$ cat src/rtl/debug_cmd_loader.sv
// UART debug command front-end: decodes LOAD/STEP/RUN opcodes, assembles LOAD
// payload bytes into instruction words, writes them to instruction memory and
// answers each load with a one-byte ACK carrying the number of words written.
module debug_cmd_loader #(
   parameter int                      WORD_BYTES  = 4,
   parameter int                      ADDR_W      = 8,
   parameter int                      BIG_ENDIAN  = 1,
   parameter int                      TIMEOUT_CYC = 100000,
   parameter logic [7:0]              CMD_LOAD    = 8'h01,
   parameter logic [7:0]              CMD_STEP    = 8'h02,
   parameter logic [7:0]              CMD_RUN     = 8'h03,
   parameter logic [8*WORD_BYTES-1:0] HALT_WORD   = '1
) (
   input  logic                      clk,
   input  logic                      reset,
   input  logic [7:0]                rx_data,
   input  logic                      rx_done_tick,
   output logic [7:0]                tx_data,
   output logic                      tx_start,
   input  logic                      tx_done_tick,
   output logic                      imem_we,
   output logic [ADDR_W-1:0]         imem_addr,
   output logic [8*WORD_BYTES-1:0]   imem_wdata,
   output logic                      step_pulse,
   output logic                      run_pulse,
   output logic                      loading,
   output logic                      err_timeout,
   output logic                      err_cmd,
   output logic                      mem_full,
   output logic [2:0]                state_o
);

   localparam int W     = 8 * WORD_BYTES;
   localparam int BC_W  = (WORD_BYTES > 1) ? $clog2(WORD_BYTES) : 1;
   localparam int WC_W  = (ADDR_W + 1 > 8) ? ADDR_W + 1 : 8;
   localparam int TMR_W = (TIMEOUT_CYC > 1) ? $clog2(TIMEOUT_CYC) : 1;

   localparam logic [TMR_W-1:0]  TMR_LAST  = TMR_W'((TIMEOUT_CYC > 0) ? TIMEOUT_CYC - 1 : 0);
   localparam logic [BC_W-1:0]   BC_LAST   = BC_W'(WORD_BYTES - 1);
   localparam logic [ADDR_W-1:0] ADDR_LAST = '1;

   typedef enum logic [2:0] {
      S_IDLE    = 3'd0,
      S_COLLECT = 3'd1,
      S_WRITE   = 3'd2,
      S_ACK     = 3'd3
   } state_t;

   state_t            state_q, state_d;
   logic [ADDR_W-1:0] addr_q, addr_d;
   logic [BC_W-1:0]   byte_cnt_q, byte_cnt_d;
   logic [WC_W-1:0]   word_cnt_q, word_cnt_d;
   logic [TMR_W-1:0]  timer_q, timer_d;
   logic [W-1:0]      buf_q, buf_d;
   logic              started_q, started_d;
   logic              step_q, step_d;
   logic              run_q, run_d;
   logic              err_timeout_q, err_timeout_d;
   logic              err_cmd_q, err_cmd_d;
   logic              mem_full_q, mem_full_d;

   // Place one byte into the word at the lane selected by its index and endianness.
   function automatic logic [W-1:0] put_byte(input logic [W-1:0]    word,
                                             input logic [BC_W-1:0] idx,
                                             input logic [7:0]      b);
      logic [W-1:0] r;
      int           pos;
      r   = word;
      pos = (BIG_ENDIAN != 0) ? (WORD_BYTES - 1 - int'(idx)) : int'(idx);
      r[8*pos +: 8] = b;
      return r;
   endfunction

   // Next-state and datapath update for the command/load FSM.
   always_comb begin
      // NOTE: every _d gets a default before the case so no path leaves it unassigned (no latches).
      state_d       = state_q;
      addr_d        = addr_q;
      byte_cnt_d    = byte_cnt_q;
      word_cnt_d    = word_cnt_q;
      timer_d       = timer_q;
      buf_d         = buf_q;
      started_d     = started_q;
      step_d        = 1'b0;
      run_d         = 1'b0;
      err_timeout_d = err_timeout_q;
      err_cmd_d     = err_cmd_q;
      mem_full_d    = mem_full_q;

      case (state_q)
         S_IDLE: begin
            if (rx_done_tick) begin
               if (rx_data == CMD_LOAD) begin
                  state_d       = S_COLLECT;
                  addr_d        = '0;
                  byte_cnt_d    = '0;
                  word_cnt_d    = '0;
                  timer_d       = '0;
                  started_d     = 1'b0;
                  err_timeout_d = 1'b0;
                  err_cmd_d     = 1'b0;
                  mem_full_d    = 1'b0;
               end else if (rx_data == CMD_STEP) begin
                  step_d = 1'b1;
               end else if (rx_data == CMD_RUN) begin
                  run_d = 1'b1;
               end else begin
                  err_cmd_d = 1'b1;
               end
            end
         end

         S_COLLECT: begin
            if (rx_done_tick) begin
               buf_d     = put_byte(buf_q, byte_cnt_q, rx_data);
               timer_d   = '0;
               started_d = 1'b1;
               if (byte_cnt_q == BC_LAST) begin
                  byte_cnt_d = '0;
                  state_d    = S_WRITE;
               end else begin
                  byte_cnt_d = byte_cnt_q + BC_W'(1);
               end
            end else if (TIMEOUT_CYC != 0 && started_q) begin
               // The silence clock only starts once the frame has delivered a payload byte.
               if (timer_q == TMR_LAST) begin
                  err_timeout_d = 1'b1;
                  state_d       = S_ACK;
               end else begin
                  timer_d = timer_q + TMR_W'(1);
               end
            end
         end

         S_WRITE: begin
            word_cnt_d = word_cnt_q + WC_W'(1);
            if (buf_q == HALT_WORD) begin
               state_d = S_ACK;
            end else if (addr_q == ADDR_LAST) begin
               mem_full_d = 1'b1;
               state_d    = S_ACK;
            end else begin
               addr_d     = addr_q + ADDR_W'(1);
               byte_cnt_d = '0;
               timer_d    = '0;
               state_d    = S_COLLECT;
               // A byte arriving during the write cycle is byte 0 of the next word.
               if (rx_done_tick) begin
                  buf_d = put_byte(buf_q, '0, rx_data);
                  if (BC_LAST == '0) begin
                     state_d = S_WRITE;
                  end else begin
                     byte_cnt_d = BC_W'(1);
                  end
               end
            end
         end

         S_ACK: begin
            // Bytes received while acknowledging are dropped, even alongside tx_done_tick.
            if (tx_done_tick) begin
               state_d = S_IDLE;
            end
         end

         default: state_d = S_IDLE;
      endcase
   end

   // State and datapath registers.
   always_ff @(posedge clk or negedge reset) begin
      if (!reset) begin
         state_q       <= S_IDLE;
         addr_q        <= '0;
         byte_cnt_q    <= '0;
         word_cnt_q    <= '0;
         timer_q       <= '0;
         // NOTE: the word buffer drives imem_wdata directly, so it is reset to keep outputs at 0.
         buf_q         <= '0;
         started_q     <= 1'b0;
         step_q        <= 1'b0;
         run_q         <= 1'b0;
         err_timeout_q <= 1'b0;
         err_cmd_q     <= 1'b0;
         mem_full_q    <= 1'b0;
      end else begin
         // NOTE: non-blocking assignments so every register samples the pre-edge values.
         state_q       <= state_d;
         addr_q        <= addr_d;
         byte_cnt_q    <= byte_cnt_d;
         word_cnt_q    <= word_cnt_d;
         timer_q       <= timer_d;
         buf_q         <= buf_d;
         started_q     <= started_d;
         step_q        <= step_d;
         run_q         <= run_d;
         err_timeout_q <= err_timeout_d;
         err_cmd_q     <= err_cmd_d;
         mem_full_q    <= mem_full_d;
      end
   end

   assign imem_we     = (state_q == S_WRITE);
   assign imem_addr   = addr_q;
   assign imem_wdata  = buf_q;
   assign tx_start    = (state_q == S_ACK);
   assign tx_data     = tx_start ? word_cnt_q[7:0] : 8'h00;
   assign loading     = (state_q == S_COLLECT) || (state_q == S_WRITE);
   assign step_pulse  = step_q;
   assign run_pulse   = run_q;
   assign err_timeout = err_timeout_q;
   assign err_cmd     = err_cmd_q;
   assign mem_full    = mem_full_q;
   assign state_o     = state_q;

endmodule

$ cat config.mk
export PLATFORM = sky130hd
export DESIGN_NAME = debug_cmd_loader
export DESIGN_NICKNAME = d
export VERILOG_FILES = /design/src/rtl/debug_cmd_loader.sv
export SDC_FILE = /design/constraint.sdc
export NUM_CORES = 1
export LEC_CHECK = 0
export CAP_MARGIN = 20
export CORE_UTILIZATION = 45
export CTS_BUF_LIST = sky130_fd_sc_hd__clkbuf_8
export CTS_CLUSTER_DIAMETER = 40
export CTS_CLUSTER_SIZE = 24
export DETAILED_ROUTE_END_ITERATION = 6
export PLACE_DENSITY = 0.75
export SKIP_LAST_GASP = 1
export SLEW_MARGIN = 25
export SYNTH_ARGS = -nofsm -noshare
export SYNTH_HDL_FRONTEND = slang
export SYNTH_SLANG_ARGS = --single-unit
$ cat constraint.sdc
create_clock -name clk -period 2.7 [get_ports clk]
set_clock_uncertainty 0.1 [all_clocks]
set_input_delay 0.81 -clock clk [delete_from_list [all_inputs] [get_ports clk]]
set_output_delay 0.81 -clock clk [all_outputs]
set_load 0.02 [all_outputs]
==> impl_metrics.yaml <==
sta:
  relSlewSlack_pct: 64.9
  final.setup.worst_slack_ns: 0.0337
  drv_slew: 0
  setup_viol: 0
  fmax_mhz: 375
  hold_ws_ns: 0.370
  period_needed_ns: 2.67
  min_period_over_period_pct: 98.8
  hold_viol_final: 0
  tightest_slew_ns: 0.525
clock_tree:
  cts_buffers: 9
  clk_pin_slew_ns: 0.08
  worstSkewPairLatency_ns: 0.36
  clock_path_buffers: 2
  postCtsSetupBuffers: 0
  ctsHoldBuffers: 0
  cts_sinks: 75
  cts_tree: "built"
  root_buffer: "clkbuf_8"
  htreeDepth: 3
placed_design:
  place_congestion: 0.860
  post_dp_cell_area_mm2: 0.00519
  port_buffers: 69
  dp_slack_ns: -0.696
  dp_hpwl_mm: 7.85
finish:
  diodes: 0
  stdcell_area_mm2: 0.00539
  syn2layout_area_growth_pct: 32.2
  utilization_pct: 61.5
  fill_cells: 780
  final_net_count: 576
  drive_gt1_share_pct: 15.4
routing:
  drc: 0
  wl_per_cell_um: 16.3
  drtIter0Drc: 250
  via_count: 3822
  antenna_left: 0
  drtPass1Iterations: 5
  via_per_inst: 5.75
  finalWirelength_mm: 10.8
worst_hold_path:
  hold_class: "input pin to async pin"
synthesis:
  yosysSeqAreaShare_pct: 46.0
  synth_area_leaders: "dfrtp_1 (46%), nand2_1 (7.5%), o21ai_0 (4.1%), mux2i_1 (3.4%), ha_1 (3.4%)"
  synthFlopType: "dfrtp_1"
  synth_top_area_cell: "dfrtp_1"
  ys_seq_elements: 75
  synth_cell_types: 50
  synth_warnings: 0
  synth_nets: 476
  synth_common_cells: "nand2_1 (81), dfrtp_1 (75), o21ai_0 (33)"
  syn_inst: 453
  avgSynthCellArea_um2: 9.00
  synth_area_mm2: 0.00408
  synthArstFlopShare_pct: 100
  synth_edf_count: 0
  synth.most_common_cell: "nand2_1"
  yosysTopAreaCellShare_pct: 46.0
critical_path:
  path_class: "input pin to flop"
  reg2reg_depth: 6
  crit_path_start_kind: "input pin"
  cp.required_ns: 2.84
  crit_path_end_kind: "flop"
  path_max_fanout: 7
  arrival_ns: 2.80
run_status:
  outcome: "finished clean"
global_route:
  grt_usage_pct: 24.1
  grt_antenna_before_repair: 0
  grt_pass1_wl_mm: 18.1
  grt_overflow: 0
  grt_max_degree: 76
  grt_pass1_vias: 3658
die:
  io_pins: 71
  core_mm2: 0.00876
  die_h_um: 97.2
  die_w_um: 97.2
  die-area_mm2: 0.00944
  rows: 34
  start_util_pct: 46.5
pwr:
  pwr_density_cell_mw_per_mm2: 854
  ir_worst_vdd_uv: 542
  p_leak_nw: 2.39
flow_run:
  max_cap_violations: 0
cell families after synthesis:
group                      Yosys count  share of synthesized area [%]
muxes                               15                           3.71
buffers and inverters               40                           3.87
xor gates and xnor gates             5                           1.07
DFF                                 75                           46.0
AOI/OAI and AO/OA                   87                           14.4
other                                1                         0.0920
adders and majority gates           11                           3.38
and+or+nand+nor                    219                           27.4
final timing paths:
| check | startpoint | to | slack (ns) |
|---|---|---|---|
| max in group asynchronous | reset | imem_addr[6]$_DFFE_PN0P_ | 1.78 |
| setup reg to reg | timer_q[5]$_DFFE_PN0P_ | timer_q[14]$_DFFE_PN0P_ | 0.21 |
| hold / removal | reset | imem_addr[2]$_DFFE_PN0P_ | 0.37 |
| hold reg to reg | mem_full$_DFFE_PN0P_ | mem_full$_DFFE_PN0P_ | 0.40 |
| setup / recovery | rx_data[5] | timer_q[14]$_DFFE_PN0P_ | 0.03 |
| min in group clk | mem_full$_DFFE_PN0P_ | mem_full$_DFFE_PN0P_ | 0.40 |
report_power, final:
part | switching [W] | leakage, nW | internal [W]
clock network | 0.000439 | 0.0913 | 0.000423
registers | 0.000254 | 0.984 | 0.00135
logic | 0.00119 | 1.31 | 0.000948
total | 0.00188 | 2.39 | 0.00272
registers in the layout, summed over array words and instances (netlist names):
register and count:
imem_addr 8, started_q 1, step_pulse 1, state_o 2
mem_full 1, err_timeout 1, timer_q 17, imem_wdata 32
byte_cnt_q 2, err_cmd 1, word_cnt_q 8, run_pulse 1
routing by layer:
layer / part of all wire, % / wire length [µm] / track usage (%)
met1: 45 / 4930 / 32.7
met2: 47 / 5140 / 38.1
met3: 5.9 / 642 / 4.96
met4: 1.2 / 132 / 8.73
met5: 0 / 0 / 0
worst max-delay path, cell delays in order:
cell             delay [ns]
clkdlybuf4s15_1        0.18
or4_4                  0.53
o31a_1                 0.28
or2_1                  0.23
or3_4                  0.44
a221o_1                0.34
cells in the final DEF, fill, tap and decap left out, types with 10 or more instances in the layout:
cell             instances
and2_1                  10
a21oi_1                 12
nand3_1                 12
o21ai_0                 30
inv_1                   17
mux2i_1                 14
buf_4                   42
nand4_1                 22
and3_1                  13
dfrtp_1                 73
nor2_1                  31
nor3_1                  10
clkdlybuf4s50_1         57
nand2_1                 81
final cells by class:
cell class,count,area [µm²],area share (%)
tap,108,135,2.51
clock buffer,9,124,2.30
inverter,17,63.8,1.18
clock inverter,6,67.6,1.25
timing repair buffer,112,996,18.5
sequential,75,1880,34.9
multi-input combinational,338,2120,39.4
timing repair:
action                                  4_1_cts  5_1_grt
resized for setup                            19       15
endpoints found under the setup margin       43       24
pin swaps                                     7        7
metrics by stage:
step	instances	TNS (ns)	total power [W]
3_5_place_dp	650	-18.94	0.00373
6_report	665	0	0.00460
4_1_cts	665	-0.464	0.00460
5_1_grt	665	-0.00234	0.00488
3_3_place_gp	650	-17.31	0.00368
2_1_floorplan	453	-3.09	0.00286
Power figures use the tool's default switching activity.
